File: config.mk
export PLATFORM = sky130hd
export DESIGN_NAME = cache_mem_port_flat
export DESIGN_NICKNAME = d
export VERILOG_FILES = /design/src/rtl/cache_mem_port_if.sv /design/src/rtl/cache_mem_port.sv /design/src/flat_wrapper.sv
export SDC_FILE = /design/constraint.sdc
export NUM_CORES = 1
export LEC_CHECK = 0
export CAP_MARGIN = 10
export CORE_MARGIN = 8
export CORE_UTILIZATION = 45
export CTS_CLUSTER_DIAMETER = 200
export CTS_CLUSTER_SIZE = 12
export DETAILED_ROUTE_END_ITERATION = 7
export PLACE_DENSITY = 0.79
export SKIP_CTS_REPAIR_TIMING = 1
export SLEW_MARGIN = 20
export SYNTH_ARGS = -nofsm -noshare
export SYNTH_HDL_FRONTEND = slang
export SYNTH_SLANG_ARGS = --single-unit
File: constraint.sdc
create_clock -name clk -period 2.6 [get_ports clk]
set_clock_uncertainty 0.2 [all_clocks]
set_input_delay 0.52 -clock clk [delete_from_list [all_inputs] [get_ports clk]]
set_output_delay 0.52 -clock clk [all_outputs]
set_load 0.005 [all_outputs]
File: src/rtl/cache_mem_port_if.sv
// Bundle of the cache-side request/response handshake and the memory-side
// valid/ready word bus used by cache_mem_port.
//
// Signals:
//   req_valid/req_ready/req_write/req_line_addr/req_wdata : line request from cache
//   resp_valid/resp_write/resp_err/resp_rdata              : one-cycle completion
//   mem_valid/mem_ready/mem_we/mem_addr/mem_wdata          : word command channel
//   mem_rvalid/mem_rdata                                   : word read-return channel
//
// Modports:
//   slave  : the port block itself (accepts requests, issues memory commands)
//   master : the environment (cache requester plus memory responder)
interface cache_mem_port_if #(
    parameter int unsigned ADDR_WIDTH      = 22,
    parameter int unsigned WORD_SIZE       = 32,
    parameter int unsigned BLOCK_SIZE      = 8,
    parameter int unsigned LINE_ADDR_WIDTH = 17
);
    logic                            req_valid;
    logic                            req_ready;
    logic                            req_write;
    logic [LINE_ADDR_WIDTH-1:0]      req_line_addr;
    logic [WORD_SIZE*BLOCK_SIZE-1:0] req_wdata;

    logic                            resp_valid;
    logic                            resp_write;
    logic                            resp_err;
    logic [WORD_SIZE*BLOCK_SIZE-1:0] resp_rdata;

    logic                            mem_valid;
    logic                            mem_ready;
    logic                            mem_we;
    logic [ADDR_WIDTH-1:0]           mem_addr;
    logic [WORD_SIZE-1:0]            mem_wdata;
    logic                            mem_rvalid;
    logic [WORD_SIZE-1:0]            mem_rdata;

    modport slave (
        input  req_valid, req_write, req_line_addr, req_wdata,
        output req_ready,
        output resp_valid, resp_write, resp_err, resp_rdata,
        output mem_valid, mem_we, mem_addr, mem_wdata,
        input  mem_ready, mem_rvalid, mem_rdata
    );

    modport master (
        output req_valid, req_write, req_line_addr, req_wdata,
        input  req_ready,
        input  resp_valid, resp_write, resp_err, resp_rdata,
        input  mem_valid, mem_we, mem_addr, mem_wdata,
        output mem_ready, mem_rvalid, mem_rdata
    );
endinterface

File: src/rtl/cache_mem_port.sv
// Memory-side port of the direct-mapped cache. Turns one whole-line refill or
// writeback request into a word-serial burst of BLOCK_SIZE single-word
// transactions on a valid/ready memory bus, then returns the assembled line
// (or a completion) in a single resp_valid pulse. A per-word timeout aborts a
// stuck burst and flags resp_err.
//
// Ports:
//   clk    : clock, rising edge
//   resetn : asynchronous active-low reset
//   bus_io : cache_mem_port_if.slave -- request, response and memory buses
module cache_mem_port #(
    parameter int unsigned ADDR_WIDTH      = 22,
    parameter int unsigned WORD_SIZE       = 32,
    parameter int unsigned BLOCK_SIZE      = 8,
    parameter int unsigned LINE_ADDR_WIDTH = 17,
    parameter int unsigned TIMEOUT_CYCLES  = 255
) (
    input  logic            clk,
    input  logic            resetn,
    cache_mem_port_if.slave bus_io
);
    localparam int unsigned LineW = WORD_SIZE * BLOCK_SIZE;
    localparam int unsigned BeatW = $clog2(BLOCK_SIZE);
    localparam int unsigned TmoW  = $clog2(TIMEOUT_CYCLES + 1);

    localparam logic [BeatW-1:0] LastBeat = BeatW'(BLOCK_SIZE - 1);
    localparam logic [TmoW-1:0]  TmoLast  = TmoW'(TIMEOUT_CYCLES - 1);

    typedef enum logic [1:0] {StIdle, StCmd, StRdata, StDone} state_e;

    state_e                     state_q;
    logic [BeatW-1:0]           beat_q;
    logic [TmoW-1:0]            timeout_q;
    logic                       write_q;
    logic [LINE_ADDR_WIDTH-1:0] line_addr_q;
    logic [LineW-1:0]           wdata_q;

    logic                       mem_valid_q;
    logic                       mem_we_q;
    logic [ADDR_WIDTH-1:0]      mem_addr_q;
    logic [WORD_SIZE-1:0]       mem_wdata_q;

    logic                       resp_valid_q;
    logic                       resp_write_q;
    logic                       resp_err_q;
    logic [LineW-1:0]           resp_rdata_q;

    logic [BeatW-1:0]           beat_nxt;

    assign beat_nxt = beat_q + 1'b1;

    // Word byte address: line-aligned base plus word offset, byte bits zero.
    function automatic logic [ADDR_WIDTH-1:0] word_addr(
        input logic [LINE_ADDR_WIDTH-1:0] line,
        input logic [BeatW-1:0]           beat
    );
        return ADDR_WIDTH'({line, beat, 2'b00});
    endfunction

    always_ff @(posedge clk or negedge resetn) begin
        if (!resetn) begin
            state_q      <= StIdle;
            beat_q       <= '0;
            timeout_q    <= '0;
            write_q      <= 1'b0;
            line_addr_q  <= '0;
            wdata_q      <= '0;
            mem_valid_q  <= 1'b0;
            mem_we_q     <= 1'b0;
            mem_addr_q   <= '0;
            mem_wdata_q  <= '0;
            resp_valid_q <= 1'b0;
            resp_write_q <= 1'b0;
            resp_err_q   <= 1'b0;
            resp_rdata_q <= '0;
        end else begin
            // Response is a single-cycle pulse asserted only while in StDone.
            resp_valid_q <= 1'b0;

            unique case (state_q)
                StIdle: begin
                    timeout_q <= '0;
                    if (bus_io.req_valid) begin
                        write_q      <= bus_io.req_write;
                        line_addr_q  <= bus_io.req_line_addr;
                        wdata_q      <= bus_io.req_wdata;
                        beat_q       <= '0;
                        resp_rdata_q <= '0;
                        resp_write_q <= bus_io.req_write;
                        resp_err_q   <= 1'b0;
                        mem_valid_q  <= 1'b1;
                        mem_we_q     <= bus_io.req_write;
                        mem_addr_q   <= word_addr(bus_io.req_line_addr, '0);
                        mem_wdata_q  <= bus_io.req_write ?
                                        bus_io.req_wdata[WORD_SIZE-1:0] : '0;
                        state_q      <= StCmd;
                    end
                end

                StCmd: begin
                    if (bus_io.mem_ready) begin
                        timeout_q <= '0;
                        if (!write_q) begin
                            mem_valid_q <= 1'b0;
                            state_q     <= StRdata;
                        end else if (beat_q == LastBeat) begin
                            mem_valid_q  <= 1'b0;
                            resp_valid_q <= 1'b1;
                            state_q      <= StDone;
                        end else begin
                            // Present the next write word directly; no idle gap.
                            beat_q      <= beat_nxt;
                            mem_addr_q  <= word_addr(line_addr_q, beat_nxt);
                            mem_wdata_q <= wdata_q[WORD_SIZE*beat_nxt +: WORD_SIZE];
                        end
                    end else if (timeout_q == TmoLast) begin
                        timeout_q    <= '0;
                        mem_valid_q  <= 1'b0;
                        resp_err_q   <= 1'b1;
                        resp_valid_q <= 1'b1;
                        state_q      <= StDone;
                    end else begin
                        timeout_q <= timeout_q + 1'b1;
                    end
                end

                StRdata: begin
                    if (bus_io.mem_rvalid) begin
                        timeout_q <= '0;
                        resp_rdata_q[WORD_SIZE*beat_q +: WORD_SIZE] <= bus_io.mem_rdata;
                        if (beat_q == LastBeat) begin
                            resp_valid_q <= 1'b1;
                            state_q      <= StDone;
                        end else begin
                            beat_q      <= beat_nxt;
                            mem_valid_q <= 1'b1;
                            mem_addr_q  <= word_addr(line_addr_q, beat_nxt);
                            state_q     <= StCmd;
                        end
                    end else if (timeout_q == TmoLast) begin
                        // Words not yet received stay zero in resp_rdata.
                        timeout_q    <= '0;
                        resp_err_q   <= 1'b1;
                        resp_valid_q <= 1'b1;
                        state_q      <= StDone;
                    end else begin
                        timeout_q <= timeout_q + 1'b1;
                    end
                end

                StDone: begin
                    timeout_q <= '0;
                    state_q   <= StIdle;
                end

                default: begin
                    state_q <= StIdle;
                end
            endcase
        end
    end

    assign bus_io.req_ready  = (state_q == StIdle);
    assign bus_io.resp_valid = resp_valid_q;
    assign bus_io.resp_write = resp_write_q;
    assign bus_io.resp_err   = resp_err_q;
    assign bus_io.resp_rdata = resp_rdata_q;
    assign bus_io.mem_valid  = mem_valid_q;
    assign bus_io.mem_we     = mem_we_q;
    assign bus_io.mem_addr   = mem_addr_q;
    assign bus_io.mem_wdata  = mem_wdata_q;

endmodule

File: src/flat_wrapper.sv
// flat-port wrapper written by rule: the top's interface ports become plain ports
module cache_mem_port_flat 
#(
    parameter int unsigned ADDR_WIDTH      = 22,
    parameter int unsigned WORD_SIZE       = 32,
    parameter int unsigned BLOCK_SIZE      = 8,
    parameter int unsigned LINE_ADDR_WIDTH = 17,
    parameter int unsigned TIMEOUT_CYCLES  = 255
)
  (clk, resetn, bus_io_req_valid, bus_io_req_write, bus_io_req_line_addr, bus_io_req_wdata, bus_io_req_ready, bus_io_resp_valid, bus_io_resp_write, bus_io_resp_err, bus_io_resp_rdata, bus_io_mem_valid, bus_io_mem_we, bus_io_mem_addr, bus_io_mem_wdata, bus_io_mem_ready, bus_io_mem_rvalid, bus_io_mem_rdata);
  cache_mem_port_if #(.ADDR_WIDTH(ADDR_WIDTH), .WORD_SIZE(WORD_SIZE), .BLOCK_SIZE(BLOCK_SIZE), .LINE_ADDR_WIDTH(LINE_ADDR_WIDTH)) bus_io_i ();
  input  logic clk;
  input  logic resetn;
  input wire logic [$bits(bus_io_i.req_valid)-1:0] bus_io_req_valid;
  input wire logic [$bits(bus_io_i.req_write)-1:0] bus_io_req_write;
  input wire logic [$bits(bus_io_i.req_line_addr)-1:0] bus_io_req_line_addr;
  input wire logic [$bits(bus_io_i.req_wdata)-1:0] bus_io_req_wdata;
  output wire logic [$bits(bus_io_i.req_ready)-1:0] bus_io_req_ready;
  output wire logic [$bits(bus_io_i.resp_valid)-1:0] bus_io_resp_valid;
  output wire logic [$bits(bus_io_i.resp_write)-1:0] bus_io_resp_write;
  output wire logic [$bits(bus_io_i.resp_err)-1:0] bus_io_resp_err;
  output wire logic [$bits(bus_io_i.resp_rdata)-1:0] bus_io_resp_rdata;
  output wire logic [$bits(bus_io_i.mem_valid)-1:0] bus_io_mem_valid;
  output wire logic [$bits(bus_io_i.mem_we)-1:0] bus_io_mem_we;
  output wire logic [$bits(bus_io_i.mem_addr)-1:0] bus_io_mem_addr;
  output wire logic [$bits(bus_io_i.mem_wdata)-1:0] bus_io_mem_wdata;
  input wire logic [$bits(bus_io_i.mem_ready)-1:0] bus_io_mem_ready;
  input wire logic [$bits(bus_io_i.mem_rvalid)-1:0] bus_io_mem_rvalid;
  input wire logic [$bits(bus_io_i.mem_rdata)-1:0] bus_io_mem_rdata;
  assign bus_io_i.req_valid = bus_io_req_valid;
  assign bus_io_i.req_write = bus_io_req_write;
  assign bus_io_i.req_line_addr = bus_io_req_line_addr;
  assign bus_io_i.req_wdata = bus_io_req_wdata;
  assign bus_io_req_ready = bus_io_i.req_ready;
  assign bus_io_resp_valid = bus_io_i.resp_valid;
  assign bus_io_resp_write = bus_io_i.resp_write;
  assign bus_io_resp_err = bus_io_i.resp_err;
  assign bus_io_resp_rdata = bus_io_i.resp_rdata;
  assign bus_io_mem_valid = bus_io_i.mem_valid;
  assign bus_io_mem_we = bus_io_i.mem_we;
  assign bus_io_mem_addr = bus_io_i.mem_addr;
  assign bus_io_mem_wdata = bus_io_i.mem_wdata;
  assign bus_io_i.mem_ready = bus_io_mem_ready;
  assign bus_io_i.mem_rvalid = bus_io_mem_rvalid;
  assign bus_io_i.mem_rdata = bus_io_mem_rdata;
  cache_mem_port #(.ADDR_WIDTH(ADDR_WIDTH), .WORD_SIZE(WORD_SIZE), .BLOCK_SIZE(BLOCK_SIZE), .LINE_ADDR_WIDTH(LINE_ADDR_WIDTH), .TIMEOUT_CYCLES(TIMEOUT_CYCLES)) u_core (.clk(clk), .resetn(resetn), .bus_io(bus_io_i));
endmodule
==> results.md, run 1 <==
* Distinct cells, synth at 52
* DRC viols at 0
* Count of state elements after synthesis at 595
* First-pass DRT Iterations at 5
* Number of warning messages in the yosys log at 0
* Inserted Clock Buffers at 55
* Setup repair after global routing missed its margin: yes
* Class of the worst hold path: input pin to asynchronous set/reset pin
* Final std cell area, no fill at 34400 um2
* Critical Setup Path Class: register to register
* Top cells by instance count after synthesis: sky130_fd_sc_hd__dfrtp_1, sky130_fd_sc_hd__mux2_2, sky130_fd_sc_hd__a22o_1
* DR vias at 18.0k
* Final TNS setup at -0.0750 ns
* CTS H-tree depth at 2
* Largest net degree at the start of global routing at 87
* Count of input and output buffers at roughly 620
* Kind of start point of the critical path: register
* Remaining antenna violation count at 0
* Estimated wirelength of the detail-placed design at 60.6 mm
* Worst-case headroom to the max-slew limit at 58.6%
* Top cells by area, synth: sky130_fd_sc_hd__dfrtp_1, sky130_fd_sc_hd__mux2_2, sky130_fd_sc_hd__a22o_1
* Maximum fanout along the worst path at 8
* Clock latency on the worst-skew pair at 0.61 ns
* EDFF count, synth at 0
* Final setup viols at 8
* Gpl congestion at 0.883
* Design Power at roughly 35 mW
* Arrival time of data at the critical path endpoint at 2.94 ns
* Maximum operating frequency at 382 MHz
* Maximum ir drop on the vdd rail at 627 uV
* Share of the synthesized area in the top cell type at 59.9%
* Post-Layout Cell Count at 3067
* Number of global-route vias before repair at around 19k
* Clock Root Buffer: sky130_fd_sc_hd__clkbuf_16
* Gate count of the mapped netlist at 1714
* Fraction of the cycle the final worst path needs at 101%
* Summed instance area of the synthesized netlist at 24800 um2
* Final hold vios at 0
* Max capacitance violation total at 0
* Core Util, Final at 62.6%
* Clock tree from TritonCTS: yes
* Filler instances at 3960
* Routed wire per std cell at 27.0 um
* Worst Setup Slack post-DPL at -0.167 ns
* Cell taking the most area after synthesis: sky130_fd_sc_hd__dfrtp_1
* Placed cell area at 32600 um2
* Pwr/cell area at 1020 nW/um2
* Global-route wire length before repair at around 120 mm
* GRT Resource Usage Total at 24.9%
* Required arrival time at the worst endpoint at 2.93 ns
* Worst hold slack at 0.219 ns
* Top Ports at 627
* Period minus WS final at 2.62 ns
* Synthesis-to-layout area growth at 38.4%
* Number of sinks on the clock net at ~600
* Die extent in y at 251 um
* Overall routed net length at 82.8 mm
* Static Leakage at 14.8 nW
* Number of pins exceeding their max-slew limit in the final report at 0
* Number of antenna violations at the first check in global routing at 18
* DRC marker count from the first detailed-route iteration at 1241
* Area of the core at 54900 um2
* Vias/cell at ~5.9
* Chip width at 251 um
* Slew of the pin with the lowest slew margin at 0.605 ns
* Seq/Total Area, Yosys at 59.9%
* Proportion of layout cells with a drive suffix above 1 at 24.9%
* Most common cell in the synthesized netlist: sky130_fd_sc_hd__dfrtp_1
* Initial cell density of the core at 45.3%
* Clock Path Buffers at 3
* Reg-to-reg slack, setup at -0.02 ns
* Std-Cell Rows at 86
* Violations in the final reports: negative setup slack
* Share of synthesized registers carrying an async set or reset at 100%
* Result of the run: finished with violations
* Synth Flop Type: sky130_fd_sc_hd__dfrtp_1
* Worst Setup Slack, final at -0.0187 ns
* Net count, final at 2680
* Average footprint of a synthesized cell at between 10 and 15 um2
* Total instance count after detailed placement at 2991
* Global-route congestion overflow total at 0
* Clock-pin slew on the worst setup and hold paths at 0.06 ns
* Endpoint class of the critical path: register
* Total die area at 63000 um2
[path summary, 6_finish.rpt]
path                                      startpoint                            end  cells past startpoint
max in group asynchronous                     resetn  u_core.bus_io.resp_rdata[206]                      3
min in group clk           u_core.bus_io.mem_addr[7]      u_core.bus_io.mem_addr[7]                      1
max reg2reg                         u_core.beat_q[0]    u_core.bus_io.resp_rdata[8]                      8
min reg2reg                u_core.bus_io.mem_addr[7]      u_core.bus_io.mem_addr[7]                      1
min                                           resetn             u_core.wdata_q[25]                      2
max                                 u_core.beat_q[0]    u_core.bus_io.resp_rdata[8]                      8
[layout make-up]
cell class              count  area [um2]  share of cell area [%]
flip-flops and latches    595       14900                    43.3
multi-input cells         928        9290                    27.0
repair buffers            735        7710                    22.4
clock buffers              57        1410                    4.09
well taps                 704         881                    2.56
inverters                  40         155                   0.451
clock inverters             3        32.5                  0.0946
diodes                      5        12.5                  0.0364
[worst max-delay path: stages, from the launching register on]
cell and delay [ns]:
sky130_fd_sc_hd__dfrtp_4 0.52, sky130_fd_sc_hd__clkinv_4 0.07, sky130_fd_sc_hd__ha_4 0.19, sky130_fd_sc_hd__or4_4 0.50
sky130_fd_sc_hd__or3_4 0.40, sky130_fd_sc_hd__nor3_4 0.24, sky130_fd_sc_hd__buf_12 0.16, sky130_fd_sc_hd__clkbuf_16 0.15
sky130_fd_sc_hd__a22o_1 0.13
[kinds of logic (layout without fill, tap and decap cells)]
kind of cell,after synthesis,count (layout),share of synthesized area (%)
mux,439,439,22.6
simple gates,149,149,2.88
other cells,1,7,0.0151
fa+ha+maj,14,14,0.705
buf+inv,193,835,3.28
compound gates,317,318,10.4
xor+xnor,6,6,0.211
flops,595,595,59.9
[report_power, final]
| part | switching, mW | internal [mW] | total (mW) |
|---|---|---|---|
| clock network | 3.30 | 3.78 | 7.08 |
| registers | 1.60 | 12.0 | 13.6 |
| logic | 6.38 | 7.96 | 14.3 |
[layer usage]
metal	wire length, um	share of wire, %	GRT usage [%]	up-vias
li1	-	-	-	7551
met2	41400	50	42.4	949
met3	7450	9.0	7.07	174
met5	167	0.20	0	-
met1	30900	37	29.7	9266
met4	2880	3.5	9.83	24
[registers in the layout, summed over array words and instances, names as in the netlist]
name / cells
u_core.line_addr_q: 17
u_core.bus_io.resp_err: 1
u_core.wdata_q: 256
u_core.timeout_q: 8
u_core.bus_io.resp_valid: 1
u_core.write_q: 1
u_core.beat_q: 2
u_core.bus_io.resp_rdata: 256
u_core.state_q: 2
u_core.bus_io.mem_wdata: 32
u_core.bus_io.mem_valid: 1
u_core.bus_io.mem_addr: 18
[placed cells by master (no fill, tap or decap), types with 4 or more instances in the layout]
cell type | netlist | routed
sky130_fd_sc_hd__nor3_1 | 6 | 4
sky130_fd_sc_hd__xor2_1 | 5 | 5
sky130_fd_sc_hd__clkbuf_16 | 0 | 60
sky130_fd_sc_hd__nand2b_1 | 6 | 5
sky130_fd_sc_hd__dfrtp_1 | 595 | 594
sky130_fd_sc_hd__diode_2 | 0 | 5
sky130_fd_sc_hd__buf_6 | 3 | 7
sky130_fd_sc_hd__nor3_2 | 2 | 4
sky130_fd_sc_hd__buf_4 | 8 | 55
sky130_fd_sc_hd__nand4_1 | 4 | 4
sky130_fd_sc_hd__nor2b_1 | 6 | 4
sky130_fd_sc_hd__o21ai_1 | 5 | 5
sky130_fd_sc_hd__mux2_1 | 17 | 17
sky130_fd_sc_hd__a22oi_1 | 33 | 31
sky130_fd_sc_hd__a21oi_1 | 38 | 37
sky130_fd_sc_hd__nand3_1 | 9 | 9
sky130_fd_sc_hd__mux2i_1 | 35 | 35
sky130_fd_sc_hd__mux2_2 | 323 | 323
sky130_fd_sc_hd__nand2_1 | 50 | 49
sky130_fd_sc_hd__nor2_1 | 46 | 46
sky130_fd_sc_hd__clkdlybuf4s50_1 | 0 | 622
sky130_fd_sc_hd__mux4_2 | 64 | 64
sky130_fd_sc_hd__ha_1 | 14 | 8
sky130_fd_sc_hd__a21o_1 | 5 | 4
sky130_fd_sc_hd__nand3b_1 | 4 | 4
sky130_fd_sc_hd__a22o_1 | 221 | 221
sky130_fd_sc_hd__buf_12 | 0 | 37
sky130_fd_sc_hd__buf_8 | 0 | 6
sky130_fd_sc_hd__inv_1 | 39 | 36
(Power assumes the default switching activity.)
==> run 2: changes to the inputs <==
- CORE_UTILIZATION: 45 -> 49
- PLACE_DENSITY: 0.79 -> 0.82
- clock period: 2.6 -> 2.7 ns (I/O delays scaled with it)
==> results.md, run 2 (same netlist as run 1, synthesis figures left out) <==
* Maximum single-stage delay on the critical path at 0.55 ns (was 0.52 ns)
* Global-route congestion overflow total at 0 (unchanged)
* Final std cell area, no fill at 34200 um2 (was 34400 um2)
* Initial cell density of the core at 49.6% (was 45.3%)
* DRC viols at 0 (unchanged)
* Maximum operating frequency at 372 MHz
* CTS H-tree depth at 2 (unchanged)
* Std-Cell Rows at 82 (was 86)
* Static Leakage at 14.7 nW (was 14.8 nW)
* Area of the core at 50100 um2 (was 54900 um2)
* Result of the run: finished, final reports clean (was finished with violations)
* Maximum fanout along the worst path at 6 (was 8)
* Final hold vios at 0 (unchanged)
* Gpl congestion at 0.882 (was 0.883)
* Clock Path Buffers at 3 (unchanged)
* Synthesis-to-layout area growth at 37.6% (was 38.4%)
* GRT Resource Usage Total at 27.8% (was 24.9%)
* Setup repair after global routing missed its margin: yes (unchanged)
* Top Ports at 627 (unchanged)
* Met2 track demand over resource at 47.8% (was 42.4%)
* DR vias at 18.2k (was 18.0k)
* Met1 global-route usage at 32.3% (was 29.7%)
* Arrival time of data at the critical path endpoint at 1.95 ns (was 2.94 ns)
* Overall routed net length at 84.5 mm (was 82.8 mm)
* Reg-to-reg slack, setup at 0.03 ns (was -0.02 ns)
* Maximum ir drop on the vdd rail at 672 uV (was 627 uV)
* Estimated wirelength of the detail-placed design at 61.1 mm (was 60.6 mm)
* Endpoint class of the critical path: output pin (was register)
* Period minus WS final at 2.69 ns
* Number of pins exceeding their max-slew limit in the final report at 0 (unchanged)
* Fraction of the cycle the final worst path needs at 99.5%
* Max capacitance violation total at 0 (unchanged)
* Total die area at 58200 um2 (was 63000 um2)
* Proportion of layout cells with a drive suffix above 1 at 24.6% (was 24.9%)
* Clock tree from TritonCTS: yes (unchanged)
* Inserted Clock Buffers at 55 (unchanged)
* Top Usage Layer GRT: met2 (unchanged)
* Most common cell after layout, fill and taps aside: sky130_fd_sc_hd__clkdlybuf4s50_1 (unchanged)
* Chip width at 241 um (was 251 um)
* Number of antenna violations at the first check in global routing at 22 (was 18)
* Kind of cell adding the most delay to the critical path: buffers and inverters (was simple AND/OR/NAND/NOR gates)
* Kind of start point of the critical path: register (unchanged)
* Die extent in y at 241 um (was 251 um)
* Final setup viols at 0 (was 8)
* First-pass DRT Iterations at 5 (unchanged)
* Vias/cell at 6.00 (was 5.86)
* Number of global-route vias before repair at 19.6k (was 19.4k)
* Global-route wire length before repair at 123 mm (was 121 mm)
* Remaining antenna violation count at 0 (unchanged)
* Class of the worst hold path: input pin to asynchronous set/reset pin (unchanged)
* Design Power at 33.5 mW (was 35.0 mW)
* Largest net degree at the start of global routing at 79 (was 87)
* Count of input and output buffers at 624 (unchanged)
* DRC marker count from the first detailed-route iteration at 1271 (was 1241)
* Placed cell area at 32500 um2 (was 32600 um2)
* Slew of the pin with the lowest slew margin at 0.596 ns (was 0.605 ns)
* Worst-case headroom to the max-slew limit at 60.1% (was 58.6%)
* Clock Root Buffer: sky130_fd_sc_hd__clkbuf_16 (unchanged)
* Clock-pin slew on the worst setup and hold paths at 0.06 ns (about the same)
* Met3 usage at 8.35% (was 7.07%)
* Commonest non-fill, non-tap cells in the layout: sky130_fd_sc_hd__clkdlybuf4s50_1, sky130_fd_sc_hd__dfrtp_1, sky130_fd_sc_hd__mux2_2, sky130_fd_sc_hd__a22o_1, sky130_fd_sc_hd__mux4_2 (unchanged)
* Clock latency on the worst-skew pair at 0.61 ns (about the same)
* Net count, final at 2674 (was 2680)
* Routed wire per std cell at 27.8 um (was 27.0 um)
* Critical Setup Path Class: register to output pin (was register to register)
* Number of sinks on the clock net at 595 (unchanged)
* Pwr/cell area at 979 nW/um2 (was 1020 nW/um2)
* List of cells traversed by the critical path: inv_1, ha_4, clkdlybuf4s50_1 (was clkinv_4, ha_4, or4_4, or3_4, nor3_4, buf_12, clkbuf_16, a22o_1)
* WP buf/inv at 2 (was 3)
* Required arrival time at the worst endpoint at 1.96 ns (was 2.93 ns)
* Crit-path slowest cell: sky130_fd_sc_hd__clkdlybuf4s50_1 (was sky130_fd_sc_hd__dfrtp_4)
run 2: cell count changes in the layout (fill, tap and decap cells not counted), moves of 2 or more:
cell / previous run / this run
sky130_fd_sc_hd__diode_2: 5 / 11
sky130_fd_sc_hd__buf_4: 55 / 60
sky130_fd_sc_hd__buf_8: 6 / 1
sky130_fd_sc_hd__buf_6: 7 / 3
sky130_fd_sc_hd__a22oi_1: 31 / 33
sky130_fd_sc_hd__a22oi_2: 2 / 0
sky130_fd_sc_hd__buf_12: 37 / 35
run 2: area by class of cell:
type | instances | area (um2)
inverter | 40 | 155
tap | 672 | 841
fill | 3389 | 15900
antenna | 11 | 27.5
clock buffer | 57 | 1410
multi-input combinational | 929 | 9280
timing repair buffer | 728 | 7560
sequential | 595 | 14900
clock inverter | 3 | 32.5
run 2: metal layers:
metal	share of wire, %	vias up	wire length, um
li1	-	7576	-
met1	35	9312	29900
met2	50	1058	42400
met3	10	237	8450
met4	4.3	24	3620
met5	0.20	-	165
run 2: worst paths after layout:
kind / cells after the start / from / endpoint
hold reg to reg: 1 / u_core.bus_io.resp_rdata[96] / u_core.bus_io.resp_rdata[96]
hold / removal: 2 / resetn / u_core.wdata_q[152]
min in group clk: 1 / u_core.bus_io.resp_rdata[96] / u_core.bus_io.resp_rdata[96]
setup / recovery: 3 / u_core.state_q[0] / bus_io_req_ready
setup reg to reg: 8 / u_core.beat_q[0] / u_core.bus_io.resp_rdata[17]
max in group asynchronous: 4 / resetn / u_core.wdata_q[169]
run 2: stage by stage:
stage	util, %	cells	hold slack, ns	setup slack [ns]	setup TNS, ns
2_1_floorplan	-	1715	0.0444	-0.0330	-1.07
3_5_place_dp	64.9	2949	0.269	-0.00778	-0.0297
5_1_grt	68.2	3028	0.255	-0.0385	-0.0385
6_report	68.3	3035	0.227	0.0141	0
3_3_place_gp	64.9	2949	0.266	0.0715	0
4_1_cts	67.8	3009	-0.364	-0.196	-0.223
run 2: worst reg2reg max path: stages, from the launching register on:
cell and delay [ns]:
sky130_fd_sc_hd__dfrtp_4 0.52, sky130_fd_sc_hd__inv_6 0.09, sky130_fd_sc_hd__ha_4 0.20, sky130_fd_sc_hd__or4_1 0.51, sky130_fd_sc_hd__or3_4 0.43, sky130_fd_sc_hd__nor3_4 0.16
sky130_fd_sc_hd__buf_4 0.16, sky130_fd_sc_hd__clkbuf_16 0.19, sky130_fd_sc_hd__a22o_1 0.15
run 2: power by group:
| group | switching [mW] | internal (mW) | leakage [nW] |
|---|---|---|---|
| clock network | 3.18 | 3.65 | 0.703 |
| logic | 6.10 | 7.41 | 6.40 |
| registers | 1.59 | 11.5 | 7.58 |
| total | 10.9 | 22.6 | 14.7 |
==> run 3: changes to the inputs <==
- HOLD_SLACK_MARGIN: default -> 0.12
==> results of run 3 <==
Same layout as run 2: the final DEF is identical, and so are final timing and power.
